<file path="config.mk">
export PLATFORM = sky130hd
export DESIGN_NAME = circ_ras_ckpt
export DESIGN_NICKNAME = d
export VERILOG_FILES = /design/src/rtl/circ_ras_ckpt_pkg.sv /design/src/rtl/ras_ckpt_bank.sv /design/src/rtl/circ_ras_ckpt.sv
export SDC_FILE = /design/constraint.sdc
export NUM_CORES = 1
export LEC_CHECK = 0
export CORE_ASPECT_RATIO = 0.7
export CORE_MARGIN = 2
export CORE_UTILIZATION = 25
export DETAILED_ROUTE_END_ITERATION = 12
export PLACE_DENSITY = 0.38
export SLEW_MARGIN = 40
export SYNTH_ARGS = -nofsm -noshare
export SYNTH_HDL_FRONTEND = slang
export SYNTH_SLANG_ARGS = --single-unit
</file>
<file path="constraint.sdc">
create_clock -name Clk -period 22.8 [get_ports Clk]
set_input_delay 6.84 -clock Clk [delete_from_list [all_inputs] [get_ports Clk]]
set_output_delay 6.84 -clock Clk [all_outputs]
set_load 0.02 [all_outputs]
</file>
<file path="src/rtl/circ_ras_ckpt_pkg.sv">
// Shared defaults and checkpoint record layout for the circular return-address stack.
// Record layout, MSB to LSB: {tos[PTRW], count[PTRW+1], top[DWIDTH]}.
package circ_ras_ckpt_pkg;

  localparam int unsigned DEF_DWIDTH = 32;
  localparam int unsigned DEF_DEPTH  = 8;
  localparam int unsigned DEF_NCKPT  = 4;

  function automatic int unsigned ckpt_rec_w(int unsigned ptrw, int unsigned dwidth);
    return 2 * ptrw + 1 + dwidth;
  endfunction

  function automatic int unsigned ckpt_cnt_off(int unsigned dwidth);
    return dwidth;
  endfunction

  function automatic int unsigned ckpt_tos_off(int unsigned ptrw, int unsigned dwidth);
    return dwidth + ptrw + 1;
  endfunction

endpackage

</file>
<file path="src/rtl/ras_ckpt_bank.sv">
// Checkpoint register file: one synchronous write port, one combinational read port.
module ras_ckpt_bank #(
  parameter int unsigned NCKPT = 4,
  parameter int unsigned CKW   = 2,
  parameter int unsigned RECW  = 38
) (
  input  logic            Clk,
  input  logic            Rest,
  input  logic            we,
  input  logic [CKW-1:0]  waddr,
  input  logic [RECW-1:0] wdata,
  input  logic [CKW-1:0]  raddr,
  output logic [RECW-1:0] rdata
);

  logic [RECW-1:0] slot_q [NCKPT];

  always_ff @(posedge Clk or posedge Rest) begin
    if (Rest) begin
      for (int i = 0; i < int'(NCKPT); i++) slot_q[i] <= '0;
    end else if (we) begin
      slot_q[waddr] <= wdata;
    end
  end

  assign rdata = slot_q[raddr];

endmodule

</file>
<file path="src/rtl/circ_ras_ckpt.sv">
// Circular return-address stack with numbered speculative checkpoints, flush and
// overflow/underflow pulses. Overflowing pushes overwrite the oldest entry.
module circ_ras_ckpt
  import circ_ras_ckpt_pkg::*;
#(
  parameter int unsigned DWIDTH = DEF_DWIDTH,
  parameter int unsigned DEPTH  = DEF_DEPTH,
  parameter int unsigned PTRW   = 3,
  parameter int unsigned NCKPT  = DEF_NCKPT,
  parameter int unsigned CKW    = 2
) (
  input  logic              Clk,
  input  logic              Rest,
  input  logic              Push,
  input  logic [DWIDTH-1:0] PushData,
  input  logic              Pop,
  output logic [DWIDTH-1:0] PopData,
  output logic              PopValid,
  output logic [DWIDTH-1:0] Top,
  input  logic              CkptSave,
  input  logic [CKW-1:0]    CkptSaveId,
  input  logic              Recover,
  input  logic [CKW-1:0]    RecoverId,
  input  logic              Flush,
  output logic [PTRW:0]     Count,
  output logic              Full,
  output logic              Empty,
  output logic              Overflow,
  output logic              Underflow
);

  localparam int unsigned RECW    = ckpt_rec_w(PTRW, DWIDTH);
  localparam int unsigned OFF_CNT = ckpt_cnt_off(DWIDTH);
  localparam int unsigned OFF_TOS = ckpt_tos_off(PTRW, DWIDTH);
  localparam logic [PTRW:0] FULL_CNT = (PTRW + 1)'(DEPTH);

  logic [DWIDTH-1:0] mem [DEPTH];
  logic [PTRW-1:0]   tos_q, tos_d, top_idx;
  logic [PTRW:0]     count_q, count_d;
  logic [DWIDTH-1:0] popdata_q, popdata_d;
  logic              popvalid_q, popvalid_d, ovf_q, ovf_d, udf_q, udf_d;
  logic              mem_we;
  logic [PTRW-1:0]   mem_waddr;
  logic [DWIDTH-1:0] mem_wdata;

  logic [RECW-1:0]   rec_rd, rec_wd;
  logic [PTRW-1:0]   slot_tos;
  logic [PTRW:0]     slot_cnt;
  logic [DWIDTH-1:0] slot_top;

  assign top_idx  = tos_q - 1'b1;
  assign Empty    = (count_q == '0);
  assign Full     = (count_q == FULL_CNT);
  assign Count    = count_q;
  assign Top      = Empty ? '0 : mem[top_idx];
  assign PopData  = popdata_q;
  assign PopValid = popvalid_q;
  assign Overflow = ovf_q;
  assign Underflow = udf_q;

  assign slot_tos = rec_rd[OFF_TOS +: PTRW];
  assign slot_cnt = rec_rd[OFF_CNT +: PTRW + 1];
  assign slot_top = rec_rd[DWIDTH-1:0];

  // A save in a flush/recover cycle captures the post-flush/post-recover state.
  always_comb begin
    if (Flush)        rec_wd = '0;
    else if (Recover) rec_wd = rec_rd;
    else              rec_wd = {tos_q, count_q, Top};
  end

  ras_ckpt_bank #(
    .NCKPT (NCKPT),
    .CKW   (CKW),
    .RECW  (RECW)
  ) u_bank (
    .Clk   (Clk),
    .Rest  (Rest),
    .we    (CkptSave),
    .waddr (CkptSaveId),
    .wdata (rec_wd),
    .raddr (RecoverId),
    .rdata (rec_rd)
  );

  always_comb begin
    tos_d      = tos_q;
    count_d    = count_q;
    popdata_d  = popdata_q;
    popvalid_d = 1'b0;
    ovf_d      = 1'b0;
    udf_d      = 1'b0;
    mem_we     = 1'b0;
    mem_waddr  = tos_q;
    mem_wdata  = PushData;
    if (Flush) begin
      tos_d   = '0;
      count_d = '0;
    end else if (Recover) begin
      tos_d   = slot_tos;
      count_d = slot_cnt;
      if (slot_cnt != '0) begin
        mem_we    = 1'b1;
        mem_waddr = slot_tos - 1'b1;
        mem_wdata = slot_top;
      end
    end else if (Push && Pop && !Empty) begin
      popdata_d  = mem[top_idx];
      popvalid_d = 1'b1;
      mem_we     = 1'b1;
      mem_waddr  = top_idx;
    end else if (Push) begin
      mem_we = 1'b1;
      tos_d  = tos_q + 1'b1;
      udf_d  = Pop;
      if (Full) ovf_d = 1'b1;
      else      count_d = count_q + 1'b1;
    end else if (Pop) begin
      if (Empty) begin
        udf_d = 1'b1;
      end else begin
        popdata_d  = mem[top_idx];
        popvalid_d = 1'b1;
        tos_d      = top_idx;
        count_d    = count_q - 1'b1;
      end
    end
  end

  always_ff @(posedge Clk or posedge Rest) begin
    if (Rest) begin
      tos_q      <= '0;
      count_q    <= '0;
      popdata_q  <= '0;
      popvalid_q <= 1'b0;
      ovf_q      <= 1'b0;
      udf_q      <= 1'b0;
      for (int i = 0; i < int'(DEPTH); i++) mem[i] <= '0;
    end else begin
      tos_q      <= tos_d;
      count_q    <= count_d;
      popdata_q  <= popdata_d;
      popvalid_q <= popvalid_d;
      ovf_q      <= ovf_d;
      udf_q      <= udf_d;
      if (mem_we) mem[mem_waddr] <= mem_wdata;
    end
  end

endmodule

</file>
Word-level counts from Yosys, hierarchy flattened
Cells that the tools add are included.

word-level totals
  bits in registers = 454
  bits in latches = 0
  memory bits (writable) = 0
  memory bits (read-only) = 0
  input port bits = 43
  output and inout port bits = 73
  logic and storage cells = 114
  memories kept = 0

operators by class
  $add $sub $neg = 5
  multiply operators = 0
  divide/modulo/power cells = 0
  order comparisons = 6
  equal/unequal tests = 6
  shifts and indexed selects = 0
  muxes and demuxes = 61
  bitwise logic cells = 6
  reduce and logical (&&, ||, !) cells = 12

operator list
  operator             count
  $mux 32              11
  $bwmux 256           1
  $mux 39              5
  $bwmux 156           1
  $bmux 32 s3          1
  $demux 32 s3         1
  $bmux 39 s2          1
  $demux 39 s2         1
  $mux 3               10
  $mux 4               7
  $mux 1               22
  $ge 4x4->1 const B   2
  $ne 4x4->1 const B   2
  $not 3->4            2
  $reduce_bool 4->1    2
  $ge 3x3->1 const B   2
  $not 2->3            2
  $sub 3x1->3 const B  2
  $reduce_and 5->1     1
  $add 4x1->4 const B  1
  $eq 4x4->1 const B   1
  $logic_and 1x1->1    4
  $logic_not 4->1      1
  $lt 4x1->1 const B   1
  other kinds (10)     12

Depth between registers and ports, before layout
  depth in word-level cells = 14
  mapped depth = 11
  mapped depth without buffers = 9

Hierarchy
From an unflattened synthesis, not the netlist that was laid out.

second synthesis, totals
  cell total of the unflattened synthesis = 1,411
  area total of the unflattened synthesis = 21,295.4 µm²

by module, submodules not included
  module         times used  cells each  area an instance (µm²)  sequential area each (µm²)
  circ_ras_ckpt  1           1,031       14,576.5                7,457.2
  ras_ckpt_bank  1           380         6,718.9                 3,903.7

Worst setup path before layout
Ideal clock, no wire load.

  path kind = input-to-reg
  start point = input RecoverId[0]
  end point = register mem[21] (netlist bit)
  arrival = 9.217 ns
  required time = 22.675 ns
  setup slack = 13.458 ns
  stages on the path = 10
  path buffers = 2
  path through = buf_2 -> mux4_2 -> inv_1 -> ha_1 -> a21oi_1 -> nand3b_1 -> a21bo_2 -> nor2_1 -> buf_2 -> mux2_2

on the way
  longest elaborated chain between the ends = 14
  elaborated cells on any way between the ends = 22
  those cells by class = 1 x add/sub; 2 x order compare; 15 x mux; 2 x bitwise; 2 x reduce/logical

RTL lines
  item                                                            line                                        text
  start, declared                                                 circ_ras_ckpt.sv:23                         input logic [CKW-1:0] RecoverId,
  $not 2->3 (implied by the code) *                               ras_ckpt_bank.sv:26                         assign rdata = slot_q[raddr];
  $bmux 39 s2 *                                                   ras_ckpt_bank.sv:26
  $mux 39 (implied by the code) * (2 in a row)                    ras_ckpt_bank.sv:26
  $sub 3x1->3 or $reduce_bool 4->1 (tied branches)                circ_ras_ckpt.sv:104, circ_ras_ckpt.sv:102
  $mux 3                                                          circ_ras_ckpt.sv:102                        if (slot_cnt != '0) begin
  $mux 3                                                          circ_ras_ckpt.sv:99                         end else if (Recover) begin
  $mux 3                                                          circ_ras_ckpt.sv:96                         if (Flush) begin
  $not 3->4 (implied by the code)                                 circ_ras_ckpt.sv:146                        if (mem_we) mem[mem_waddr] <= mem_wdata;
  $ge 4x4->1 (implied by the code) or $lt 4x1->1 (tied branches)  circ_ras_ckpt.sv:146
  $logic_and 1x1->1 (implied by the code)                         circ_ras_ckpt.sv:146
  $mux 32 (implied by the code)                                   circ_ras_ckpt.sv:146
  $demux 32 s3                                                    circ_ras_ckpt.sv:146
  $bwmux 256                                                      circ_ras_ckpt.sv:146
  end signal, assigned by index                                   circ_ras_ckpt.sv:146
  end, declared                                                   circ_ras_ckpt.sv:37                         logic [DWIDTH-1:0] mem [DEPTH];

Every way passes the cells marked *; elsewhere a longest branch is shown, timed or not. The select of a mux whose other input is x is not followed.
A chain may end at the register's enable or synchronous reset.

Worst setup path in the final report
  start point = register tos_q[0]
  end point = output Top[9]

on the way
  longest elaborated chain between the ends = 6

RTL lines
  item                                        line                  text
  start, declared                             circ_ras_ckpt.sv:38   logic [PTRW-1:0] tos_q, tos_d, top_idx;
  start signal, assigned                      circ_ras_ckpt.sv:140  tos_q <= tos_d;
  $sub 3x1->3                                 circ_ras_ckpt.sv:51   assign top_idx = tos_q - 1'b1;
  $not 3->4 (implied by the code)             circ_ras_ckpt.sv:55   assign Top = Empty ? '0 : mem[top_idx];
  $bmux 32 s3                                 circ_ras_ckpt.sv:55
  $mux 32 (implied by the code) (2 in a row)  circ_ras_ckpt.sv:55
  $mux 32                                     circ_ras_ckpt.sv:55
  end, declared                               circ_ras_ckpt.sv:19   output logic [DWIDTH-1:0] Top,

No other way between the ends. The select of a mux whose other input is x is not followed.

==> reports/results.txt <==
Die W -> 350 um
Crit-path slowest cell -> dfrtp_4
vias per cell -> 4.58
TritonRoute pass-1 iters -> 4
Startpoint Class -> flip-flop
Final Hold Fails -> 0
worst hold slack -> 0.477 ns
max cap viols -> 0
prevailing post-synth register cell -> dfrtp_1
Sum Neg Setup Slack -> 0 ns
Mapped Area -> 0.0210 mm2
# fillers -> 8292
Top Family by Delay on Critical Path -> buffers and inverters
Crit. End Element -> primary output
Worst Tran Pin Value -> 0.826 ns
ranking of synthesized cells by area -> dfrtp_1, mux2_2, mux4_2, nand2_1, o21ai_0
CP Depth -> 8
clock sinks -> 454
critical setup path kind -> flip-flop to primary output
Core Util, Final -> 30.5%
htree depth -> 2
Max Fclk -> 87.6 MHz
slowest stage delay, CP -> 0.82 ns
Critical Path RT -> 15.96 ns
Reg clk slew, reported paths -> 0.07 ns
post-layout min period -> 11.41 ns
Cells after Synth -> 1589
Post-Syn Nets -> 1638
worst setup margin -> 11.39 ns
Seq/Total Area, Yosys -> 54.2%
Final Skew -> 0.0203 ns
number of gates resized after cts -> 0
Inst Count DP -> 2751
IO Count -> 116
Synth top cells by count -> dfrtp_1, nand2_1, mux2_2
via count -> 13000
worst hold path class -> flip-flop to flip-flop
power per cell area -> 99.4 mW/mm2
Yosys top cell area share -> 54.2%
first-pass GRT wire length -> 94.0 mm
leak pwr -> 0.0107 uW
share of cells above drive strength 1 -> 30.8%
Peak VDD IR -> 0.0468 mV
largest net degree at the start of global routing -> 92
vias in the first global route -> 14000
antenna violations before repair -> 0
Worst Path Max Fanout -> 28
Yosys top cell by area -> dfrtp_1
initial core utilization -> 25.4%
GRT Total Usage -> 14.6%
final estimated routing congestion in global placement -> 0.698
DRC Markers -> 0
root buffer cell -> clkbuf_16
worst skew pair latency -> 0.60 ns
synthesized flop and latch total -> 454
period utilization -> 50.1%
reg2reg end -> mem[27]
final wirelength -> 62.1 mm
antenna violation net count after detailed routing -> 0
Post-CTS Setup Inserts -> 0
Final Max Slew Viols -> 0
Syn Area/Cell -> 13.2 um2
number of synthesized flops with an enable pin -> 0
R2R Setup Slk -> 18.43 ns
nets -> 1728
CTS tree -> built
total CTS buffers -> 51
final setup fails -> 0
GRT overflow -> 0
CP Launch Point -> tos_q[0]
synth unique cells -> 56
DP Wirelength -> 36.3 mm
CP Capture Point -> Top[9]
Core Region -> 0.0827 mm2
Critical path buffers and inverters -> 4
Post-CTS Hold Fix Bufs -> 0
RSZ-0062 raised after global routing -> no
Die Span Y -> 246 um
critical path arrival -> 4.57 ns
PortBufs -> 115
top-count cell post-synth -> dfrtp_1
DR iter-0 viols -> 684
maximum buffer depth of the clock tree -> 3
outcome -> finished clean
synth warn -> 0
worst rel slew slack -> 44.9%
r2r worst-path depth -> 11
r2r startpoint -> Count[0]
dpl ws -> 11.41 ns
Die ar. -> 0.0863 mm2
crit-path cells -> inv_1, ha_4, buf_4, buf_12, mux4_2, nand2_1, a21oi_1, clkdlybuf4s50_1
# diodes -> 0
ys async rst share -> 100%
post-DR wirelength/cell -> 21.9 um
Area Overhead vs Synth -> 20.1%
fin cells -> 2840
# rows -> 88
[through the flow]
| stage | area, um2 | total power, uW |
|---|---|---|
| 4_1_cts | 25200 | 2550 |
| 3_5_place_dp | 23500 | 1690 |
| 6_report | 25200 | 2500 |
| 5_1_grt | 25200 | 2640 |
| 3_3_place_gp | 23400 | 1670 |
| 2_1_floorplan | 21000 | 1480 |
[worst min path at each step]
stage,from,end,slack [ns],depth (start not counted)
final,u_bank.slot_q[3],u_bank.slot_q[3],0.48,2
after global routing,u_bank.slot_q[63],u_bank.slot_q[63],0.49,2
after CTS,u_bank.slot_q[30],u_bank.slot_q[30],0.48,2
after detailed placement,u_bank.slot_q[30],u_bank.slot_q[30],0.47,2
after global placement,u_bank.slot_q[119],u_bank.slot_q[119],0.46,2
after floorplan,u_bank.slot_q[110],u_bank.slot_q[110],0.44,2
[area by class of cell]
cell class              count  area, um2  share of cell area (%)
flip-flops and latches    454      11400                    45.1
multi-input cells        1013       9210                    36.6
clock buffers              73       1530                    6.08
repair buffers            149       1500                    5.94
well taps                1125       1410                    5.59
clock inverters            16        135                   0.536
inverters                  10       45.0                   0.179
[power breakdown]
group          leakage (uW)  switching (uW)  internal (uW)
Clock              0.000830             349            486
Sequential          0.00608             100            999
Combinational       0.00382             267            303
[registers in the layout, summed over array words and instances, names as in the netlist]
name,flops
u_bank.slot_q,156
PopValid,1
Underflow,1
Count,4
tos_q,3
mem,256
PopData,32
Overflow,1
[cells by family after synthesis]
| group | Yosys count | synth area share (%) |
|---|---|---|
| AND/OR/NAND/NOR | 316 | 6.69 |
| AO/OA/AOI/OAI | 255 | 7.09 |
| adder cells (fa/ha/maj) | 6 | 0.394 |
| multiplexers | 429 | 28.8 |
| buffers and inverters | 122 | 2.52 |
| XOR/XNOR | 7 | 0.292 |
| flip-flops | 454 | 54.2 |
[layout by cell type, fill, tap and decap left out, types with 6 or more instances in the layout]
master and instances:
mux2i_1 36, o21ai_0 160, clkinv_2 12, mux2_1 45
a22o_1 33, inv_1 8, nand2_1 231, clkdlybuf4s50_1 111
mux4_2 102, mux2_2 216, clkbuf_16 53, buf_6 7
clkbuf_1 7, dfrtp_1 453, nand2b_1 9, a21oi_1 38
mux2_4 30, clkbuf_8 13, nor2_4 7, buf_4 24
or2_2 35, nor2_1 6
[metal layers]
| layer | vias up | track usage (%) | part of all wire (%) |
|---|---|---|---|
| met3 | 77 | 2.73 | 3.9 |
| li1 | 5916 | - | - |
| met5 | - | 0 | 0 |
| met2 | 172 | 21.9 | 43 |
| met1 | 6852 | 21.5 | 51 |
| met4 | 0 | 3.54 | 2.0 |
[worst register-to-register path, delay by kind of cell (launching register included)]
kind,cells,cell delay (ns)
muxes,1,0.39
AOI/OAI and AO/OA,2,0.39
and+or+nand+nor,5,1.74
DFF,1,0.51
buffers and inverters,3,1.22
Power figures use the tool's default switching activity.
